`src/rtl/des_key_schedule_if.sv`:
```
// Key-load / subkey bus between the controlling logic and des_key_schedule.
//   key     : 64-bit DES key, bit 63 = DES bit 1 (parity bits ignored)
//   key_en  : load strobe, accepted only while busy = 0
//   decrypt : 0 = encrypt slot order, 1 = reversed slot order
//   subkeys : 16 x 48-bit slots, slot i at [48*i+47:48*i]
//   key_rdy : all 16 slots hold a complete schedule
//   busy    : generation in progress
interface des_key_schedule_if;
  localparam int unsigned KEY_W  = 64;
  localparam int unsigned SKS_W  = 768;

  logic [KEY_W-1:0] key;
  logic             key_en;
  logic             decrypt;
  logic [SKS_W-1:0] subkeys;
  logic             key_rdy;
  logic             busy;

  // Controller side: supplies the key, consumes the schedule
  modport master (
    output key, key_en, decrypt,
    input  subkeys, key_rdy, busy
  );

  // Key schedule side
  modport slave (
    input  key, key_en, decrypt,
    output subkeys, key_rdy, busy
  );
endinterface

```
`src/rtl/des_key_schedule.sv`:
```
// DES key schedule: expands a 64-bit key into the sixteen 48-bit round
// subkeys, one per clock, into a flat bank tapped by the unrolled round
// pipeline. Decrypt order stores the same subkeys in reversed slots.
// Ports:
//   clk  : system clock, rising edge
//   rstn : synchronous active-low reset
//   bus  : des_key_schedule_if.slave (key, key_en, decrypt in;
//          subkeys, key_rdy, busy out, all registered)
module des_key_schedule (
  input  logic                 clk,
  input  logic                 rstn,
  des_key_schedule_if.slave    bus
);

  localparam int unsigned N_ROUNDS = 16;
  localparam int unsigned HALF_W   = 28;
  localparam int unsigned CD_W     = 56;
  localparam int unsigned SK_W     = 48;
  localparam int unsigned KEY_W    = 64;
  localparam int unsigned CNT_W    = 4;

  // FIPS 46-3 PC-1 (DES bit numbers, 1 = MSB of key)
  localparam int unsigned PC1_TAB [CD_W] = '{
    57, 49, 41, 33, 25, 17,  9,  1, 58, 50, 42, 34, 26, 18,
    10,  2, 59, 51, 43, 35, 27, 19, 11,  3, 60, 52, 44, 36,
    63, 55, 47, 39, 31, 23, 15,  7, 62, 54, 46, 38, 30, 22,
    14,  6, 61, 53, 45, 37, 29, 21, 13,  5, 28, 20, 12,  4
  };

  // FIPS 46-3 PC-2 (bit numbers into {C,D}, 1 = MSB of C)
  localparam int unsigned PC2_TAB [SK_W] = '{
    14, 17, 11, 24,  1,  5,  3, 28, 15,  6, 21, 10,
    23, 19, 12,  4, 26,  8, 16,  7, 27, 20, 13,  2,
    41, 52, 31, 37, 47, 55, 30, 40, 51, 45, 33, 48,
    44, 49, 39, 56, 34, 53, 46, 42, 50, 36, 29, 32
  };

  typedef enum logic [1:0] {
    S_IDLE = 2'd0,
    S_GEN  = 2'd1,
    S_DONE = 2'd2
  } state_t;

  // PC-1: 56 key bits without parity, pure wiring
  function automatic logic [CD_W-1:0] f_pc1(input logic [KEY_W-1:0] k);
    logic [CD_W-1:0] o;
    o = '0;
    for (int i = 0; i < int'(CD_W); i++) begin
      o[6'(int'(CD_W) - 1 - i)] = k[6'(int'(KEY_W) - int'(PC1_TAB[i]))];
    end
    return o;
  endfunction

  // PC-2: 48 of the 56 rotated C/D bits, pure wiring
  function automatic logic [SK_W-1:0] f_pc2(input logic [CD_W-1:0] cd);
    logic [SK_W-1:0] o;
    o = '0;
    for (int i = 0; i < int'(SK_W); i++) begin
      o[6'(int'(SK_W) - 1 - i)] = cd[6'(int'(CD_W) - int'(PC2_TAB[i]))];
    end
    return o;
  endfunction

  // Left rotate a 28-bit half by one or two positions
  function automatic logic [HALF_W-1:0] f_rotl(input logic [HALF_W-1:0] x,
                                              input logic            two);
    return two ? {x[HALF_W-3:0], x[HALF_W-1:HALF_W-2]}
               : {x[HALF_W-2:0], x[HALF_W-1]};
  endfunction

  state_t             r_state, w_state_nxt;
  logic [HALF_W-1:0]  r_c, r_d, w_c_nxt, w_d_nxt, w_c_rot, w_d_rot;
  logic [CNT_W-1:0]   r_cnt, w_cnt_nxt;
  logic               r_dir, w_dir_nxt;
  logic               r_busy, w_busy_nxt;
  logic               r_rdy, w_rdy_nxt;
  logic [CD_W-1:0]    w_pc1;
  logic [SK_W-1:0]    w_pc2;
  logic               w_two;
  logic               w_slot_we;
  logic [CNT_W-1:0]   w_slot_idx;
  logic [SK_W-1:0]    r_slot [N_ROUNDS];
  logic [N_ROUNDS*SK_W-1:0] w_subkeys;

  // Single-position shifts occur on rounds 1, 2, 9 and 16
  assign w_two = !((r_cnt == CNT_W'(0)) || (r_cnt == CNT_W'(1)) ||
                   (r_cnt == CNT_W'(8)) || (r_cnt == CNT_W'(15)));

  assign w_pc1      = f_pc1(bus.key);
  assign w_c_rot    = f_rotl(r_c, w_two);
  assign w_d_rot    = f_rotl(r_d, w_two);
  assign w_pc2      = f_pc2({w_c_rot, w_d_rot});
  assign w_slot_idx = r_dir ? (CNT_W'(N_ROUNDS - 1) - r_cnt) : r_cnt;

  // Next-state and next-value logic
  always_comb begin
    w_state_nxt = r_state;
    w_c_nxt     = r_c;
    w_d_nxt     = r_d;
    w_cnt_nxt   = r_cnt;
    w_dir_nxt   = r_dir;
    w_busy_nxt  = r_busy;
    w_rdy_nxt   = r_rdy;
    w_slot_we   = 1'b0;
    case (r_state)
      S_IDLE, S_DONE: begin
        if (bus.key_en) begin
          w_state_nxt = S_GEN;
          w_c_nxt     = w_pc1[CD_W-1:HALF_W];
          w_d_nxt     = w_pc1[HALF_W-1:0];
          w_dir_nxt   = bus.decrypt;
          w_cnt_nxt   = '0;
          w_busy_nxt  = 1'b1;
          w_rdy_nxt   = 1'b0;
        end
      end
      S_GEN: begin
        // key_en is ignored here: the running schedule always completes
        w_c_nxt   = w_c_rot;
        w_d_nxt   = w_d_rot;
        w_slot_we = 1'b1;
        if (r_cnt == CNT_W'(N_ROUNDS - 1)) begin
          w_state_nxt = S_DONE;
          w_rdy_nxt   = 1'b1;
          w_busy_nxt  = 1'b0;
          w_cnt_nxt   = '0;
        end else begin
          w_cnt_nxt = r_cnt + CNT_W'(1);
        end
      end
      default: begin
        w_state_nxt = S_IDLE;
      end
    endcase
  end

  // State, key halves, control and subkey bank
  always_ff @(posedge clk) begin
    if (!rstn) begin
      r_state <= S_IDLE;
      r_c     <= '0;
      r_d     <= '0;
      r_cnt   <= '0;
      r_dir   <= 1'b0;
      r_busy  <= 1'b0;
      r_rdy   <= 1'b0;
      for (int i = 0; i < int'(N_ROUNDS); i++) begin
        r_slot[i] <= '0;
      end
    end else begin
      r_state <= w_state_nxt;
      r_c     <= w_c_nxt;
      r_d     <= w_d_nxt;
      r_cnt   <= w_cnt_nxt;
      r_dir   <= w_dir_nxt;
      r_busy  <= w_busy_nxt;
      r_rdy   <= w_rdy_nxt;
      if (w_slot_we) begin
        r_slot[w_slot_idx] <= w_pc2;
      end
    end
  end

  // Flatten the bank: slot 0 in the low bits
  always_comb begin
    w_subkeys = '0;
    for (int g = 0; g < int'(N_ROUNDS); g++) begin
      w_subkeys[g*int'(SK_W) +: SK_W] = r_slot[g];
    end
  end

  assign bus.subkeys = w_subkeys;
  assign bus.key_rdy = r_rdy;
  assign bus.busy    = r_busy;

endmodule

```
`src/flat_wrapper.sv`:
```
// flat-port wrapper written by rule: the top's interface ports become plain ports
module des_key_schedule_flat 
  (clk, rstn, bus_key, bus_key_en, bus_decrypt, bus_subkeys, bus_key_rdy, bus_busy);
  des_key_schedule_if bus_i ();
  input  logic clk;
  input  logic rstn;
  input wire logic [$bits(bus_i.key)-1:0] bus_key;
  input wire logic [$bits(bus_i.key_en)-1:0] bus_key_en;
  input wire logic [$bits(bus_i.decrypt)-1:0] bus_decrypt;
  output wire logic [$bits(bus_i.subkeys)-1:0] bus_subkeys;
  output wire logic [$bits(bus_i.key_rdy)-1:0] bus_key_rdy;
  output wire logic [$bits(bus_i.busy)-1:0] bus_busy;
  assign bus_i.key = bus_key;
  assign bus_i.key_en = bus_key_en;
  assign bus_i.decrypt = bus_decrypt;
  assign bus_subkeys = bus_i.subkeys;
  assign bus_key_rdy = bus_i.key_rdy;
  assign bus_busy = bus_i.busy;
  des_key_schedule u_core (.clk(clk), .rstn(rstn), .bus(bus_i));
endmodule
```
`config.mk`:
```
export PLATFORM = sky130hd
export DESIGN_NAME = des_key_schedule_flat
export DESIGN_NICKNAME = d
export VERILOG_FILES = /design/src/rtl/des_key_schedule_if.sv /design/src/rtl/des_key_schedule.sv /design/src/flat_wrapper.sv
export SDC_FILE = /design/constraint.sdc
export NUM_CORES = 1
export LEC_CHECK = 0
export BUFFER_PORTS_ARGS = -buffer_cell sky130_fd_sc_hd__buf_4
export CORE_AREA = 2 2 325 327
export DETAILED_ROUTE_END_ITERATION = 8
export DIE_AREA = 0 0 327 329
export HOLD_SLACK_MARGIN = 0.08
export PLACE_DENSITY = 0.39
export SLEW_MARGIN = 20
export SYNTH_ARGS = -nofsm -noshare
export SYNTH_HDL_FRONTEND = slang
export SYNTH_SLANG_ARGS = --single-unit
```
`constraint.sdc`:
```
create_clock -name clk -period 2.6 [get_ports clk]
set_input_delay 0.78 -clock clk [delete_from_list [all_inputs] [get_ports clk]]
set_output_delay 0.78 -clock clk [all_outputs]
set_load 0.02 [all_outputs]
```
## Word-level counts from Yosys, hierarchy flattened

Memory sizes are Yosys's and may differ from the RTL's.
Cells that the tools add are included.

| storage, ports and cells | value |
|---|---|
| bits in latches | 0 |
| flip-flop bits (word level) | 65 |
| word-level logic and storage cells | 56 |
| bits in writable memories | 416 |
| memories | 1 |
| output and inout port bits | 770 |
| memory bits (read-only) | 0 |

| cells by class | value |
|---|---|
| divide/modulo/power cells | 0 |
| eq/ne operators | 7 |
| reduce and logical (&&, ||, !) cells | 12 |
| $mul | 0 |
| mux-type cells | 27 |
| shifts and indexed selects | 0 |
| bitwise logic cells | 0 |
| magnitude comparators | 0 |
| $add $sub $neg | 2 |

Memories:

| name | words | width | read ports | clocked after memory_dff | write ports | line | RTL |
|---|---|---|---|---|---|---|---|
| u_core.r_slot | 16 | 26 | 16 | 0 | 16 | des_key_schedule.sv:82 | `logic [SK_W-1:0] r_slot [N_ROUNDS];` |

Operators with widths:

| cell | count |
|---|---|
| $mux W28 | 4 |
| $pmux W28 S2 | 2 |
| $mux W26 | 1 |
| $reduce_or A26 Y1 | 1 |
| $mux W4 | 4 |
| $mux W1 | 10 |
| $eq A4 B4 Y1 const B | 2 |
| $pmux W4 S2 | 1 |
| $reduce_and A2 Y1 | 3 |
| $add A4 B1 Y4 const B | 1 |
| $eq A4 B1 Y1 const B | 1 |
| $logic_not A4 Y1 | 1 |
| $mux W2 | 2 |
| $pmux W1 S2 | 2 |
| $pmux W2 S2 | 1 |
| $sub A4 B4 Y4 const A | 1 |
| $logic_or A1 B1 Y1 | 3 |
| $reduce_and A3 Y1 | 1 |
| $eq A2 B1 Y1 const B | 1 |
| $eq A2 B2 Y1 const B | 1 |
| $logic_not A2 Y1 | 1 |
| $ne A2 B1 Y1 const B | 1 |
| $ne A2 B2 Y1 const B | 1 |
| $reduce_bool A2 Y1 | 1 |
| $reduce_or A2 Y1 | 1 |

## Logic depth before layout (Yosys ltp)

| depth | value |
|---|---|
| depth in word-level cells | 7 |
| depth in mapped cells | 11 |
| mapped depth without buffers | 6 |

## Least setup slack after synthesis

No wires, ideal clock.

| timing | value |
|---|---|
| path type | input to register |
| from | input rstn |
| to | memory u_core.r_slot[10][0] (netlist bit), enable pin |
| setup slack | -39 ps |
| buffers on the path | 2 |
| stages on the path | 6 |
| data arrival time | 2256 ps |
| setup time | 383 ps |
| path through | nand3b_2 > buf_2 > a21oi_4 > nand2_4 > buf_6 > nand2_1 |

RTL lines:

| item | line | RTL |
|---|---|---|
| start: declaration | flat_wrapper.sv:6 | `input logic rstn;` |
| end: declaration | des_key_schedule.sv:82 |  |

==> qor.csv <==
metric,value,unit
status,"finished, final reports clean",
cts_buffers,58,
route.met2.wl,35.2,mm
cp-end-kind,flop,
core-area,104000,um2
nNetsFinal,2332,
cp_cell_sequence,inv_1 -> ha_1 -> nand2b_1 -> buf_4 -> a211o_1 -> o211a_1 -> buf_4 -> nor2_1,
dp_hpwl,53.5,mm
critPathKind,flop to flop,
grt_pass1_vias,13100,
worst-path-buf-inv,3,
synthToLayoutAreaGrowth,29.0,%
syn_inst,1786,
cts_num_sinks,481,
first_pass_iters,5,
antenna_found_initial,4,
max-slew-margin-rel,0.336,
drive_gt1_frac,0.296,
initial_core_util,0.203,
slew_viol_final,0,
synthArstFlopShare,0,
io-pin-count,838,
m1WireLength,30.8,mm
timing.fmax,428,MHz
worstSkewPairLatency,0.67,ns
ctsLongestPathBuffers,3,
synth_seq_cells,481,
critPathArrivalTime,2.74,ns
wl,74.6,mm
wl_met3,6.62,mm
worstPathRequired,3.00,ns
min_period,2.34,ns
post-route-util,0.262,
highest_layer,met5,
cts_setup_buffers,0,
ctsRootBufferMaster,clkbuf_16,
cts_hold_buf,0,
finalSetupViolCount,0,
ys_seq_area_frac,0.651,
drtIter0Drc,1194,
portBuffers,437,
place_congestion,0.759,
avgSynthCellArea,11.9,um2
hold_class,input port to flop,
ir_worst_vdd,0.000481,V
max-cap-violations,0,
clkSlewWorstSetupHoldPaths,0.07,ns
cts_tree,yes,
cts_max_level,2,
yosysWarnings,0,
period_share,0.899,
grt_pass1_wl,101,mm
rsz0062_at_grt,no,
path_max_fanout,27,
start_kind,flop,
wl_per_cell,20.2,um
ant_nets,0,
num_rows,119,
finalHoldViolations,0,
p_leak,10.6,nW
worst_pin_slew,0.993,ns
cp_slowest_cell,dfxtp_1,
grt_overflow,0,
power_density,701,nW/um2
r2r_setup_slack,0.26,ns
skew,0.0703,ns
synth_top_flop_cell,edfxtp_1,
synth_edf_count,416,
fin_area,27300,um2
fp.dieH,329,um
dpl_cell_area,25400,um2
setup-tns-final,0,ns
cp_common_cell,buf_4,
synth_cell_types,50,
die_area,108000,um2
vias_per_cell,3.80,
path_delay_family,buffers and inverters,
gr-usage-all-layers,0.131,
drc,0,
vias,14100,
cpPeakStageDelay,0.53,ns
die_w,327,um
syn_area,21200,um2
grt_max_degree,58,
synth_stat cells, types with 2 or more instances:
master,count,area share
nand2_1,146,0.026
a22oi_1,11,0.0039
buf_2,60,0.014
dfxtp_1,65,0.061
nand3b_1,3,0.0011
buf_6,20,0.011
a21oi_4,3,0.0023
o21ai_1,6,0.0014
mux2_2,3,0.0016
nand4_1,28,0.0083
mux2i_1,2,0.00094
a21o_1,2,0.00071
a211o_1,26,0.011
o22ai_1,11,0.0032
nand2_2,12,0.0035
inv_1,29,0.0051
nor2_1,423,0.075
mux2i_4,2,0.0021
o221ai_1,3,0.0012
o211a_2,15,0.0071
edfxtp_1,416,0.59
clkbuf_1,28,0.0050
nand2_4,4,0.0021
nand3_1,8,0.0019
buf_4,363,0.13
nor2b_1,2,0.00059
o21ai_0,16,0.0038
o211ai_1,27,0.0096
ha_1,3,0.0018
a21oi_1,8,0.0019
o211a_1,11,0.0052
a31oi_1,3,0.00089
a21oi_2,2,0.00083
buf_1,4,0.00071
nand2b_1,6,0.0018
per-layer routing:
metal  up-vias  global-route usage
met5         -                   0
met4         2              0.0440
met3        99              0.0367
met2       752               0.216
met1      6909               0.166
li1       6318                   -
where the power goes:
group          switching, mW  leakage (nW)  total, mW  internal (mW)
Combinational           1.59          4.85       2.16          0.573
Clock                   3.49         0.938       8.25           4.76
Sequential             0.120          4.83       8.75           8.63
Total                   5.20          10.6       19.2           14.0
per-stage QoR:
step | hold WS (ns) | setup slack (ns) | cells | total power [mW]
after floorplan | 0.443 | 0.118 | 2137 | 10.5
after global placement | 0.455 | 0.0803 | 3592 | 11.1
after detailed placement | 0.466 | 0.0461 | 3592 | 11.1
after CTS | 0.378 | 0.126 | 3701 | 19.4
after global routing | 0.418 | 0.117 | 3701 | 19.8
final | 0.429 | 0.262 | 3702 | 19.2
path summary, 6_finish.rpt:
check / endpoint / start / depth (start not counted)
setup / recovery: u_core.r_slot[15][5] / u_core.r_cnt[1] / 8
hold / removal: u_core.r_dir / bus_decrypt / 3
setup reg to reg: u_core.r_slot[15][5] / u_core.r_cnt[1] / 8
hold reg to reg: u_core.bus.key_rdy / u_core.bus.key_rdy / 2
cell type report:
type,instances,area (um2)
flip-flops and latches,481,13800
clock buffers,70,1510
diodes,1,2.50
well taps,1391,1740
multi-input cells,1151,5260
clock inverters,39,414
inverters,30,113
fillers,11000,77000
repair buffers,539,4500
registers in the layout, indices dropped and copies added, names as in the netlist:
signal              count
u_core.r_d             28
u_core.r_state          2
u_core.r_dir            1
u_core.bus.key_rdy      1
u_core.r_c             28
u_core.r_slot         416
u_core.bus.busy         1
u_core.r_cnt            4
cell usage in the layout, fill, tap and decap left out, types with 4 or more instances in the layout:
cell type / n
edfxtp_1: 416
dfxtp_1: 64
clkbuf_16: 58
a211o_1: 26
a21oi_1: 8
o22ai_1: 11
clkbuf_1: 11
conb_1: 352
o21ai_0: 16
nand3_1: 8
inv_1: 29
o21ai_1: 6
nand2_4: 4
clkinv_1: 12
o211a_1: 11
nand2_2: 18
o211ai_1: 27
buf_4: 503
buf_12: 36
bufinv_16: 6
a22oi_1: 11
nand2_1: 140
clkinv_2: 9
o211a_2: 15
nand2b_1: 6
inv_6: 7
nand4_1: 28
nor2_1: 422
timing repair:
| item | CTS | global route |
|---|---|---|
| setup endpoints to repair | 0 | 15 |
| resized for setup | 0 | 1 |
| hold endpoints to repair | 0 | 0 |
worst reg2reg max path, stage by stage, from the launching register on:
cell	delay, ns
dfxtp_1	0.53
inv_1	0.12
ha_1	0.20
nand2b_1	0.11
buf_4	0.36
a211o_1	0.18
o211a_1	0.26
buf_4	0.30
nor2_1	0.07
kinds of logic after synthesis:
logic type               synth area share
AO/OA/AOI/OAI                      0.0536
adder cells (fa/ha/maj)           0.00177
buffers and inverters               0.164
flip-flops                          0.651
multiplexers                      0.00531
other                            0.000177
AND/OR/NAND/NOR                     0.124
Note: power is estimated with default switching activity, not from simulation.
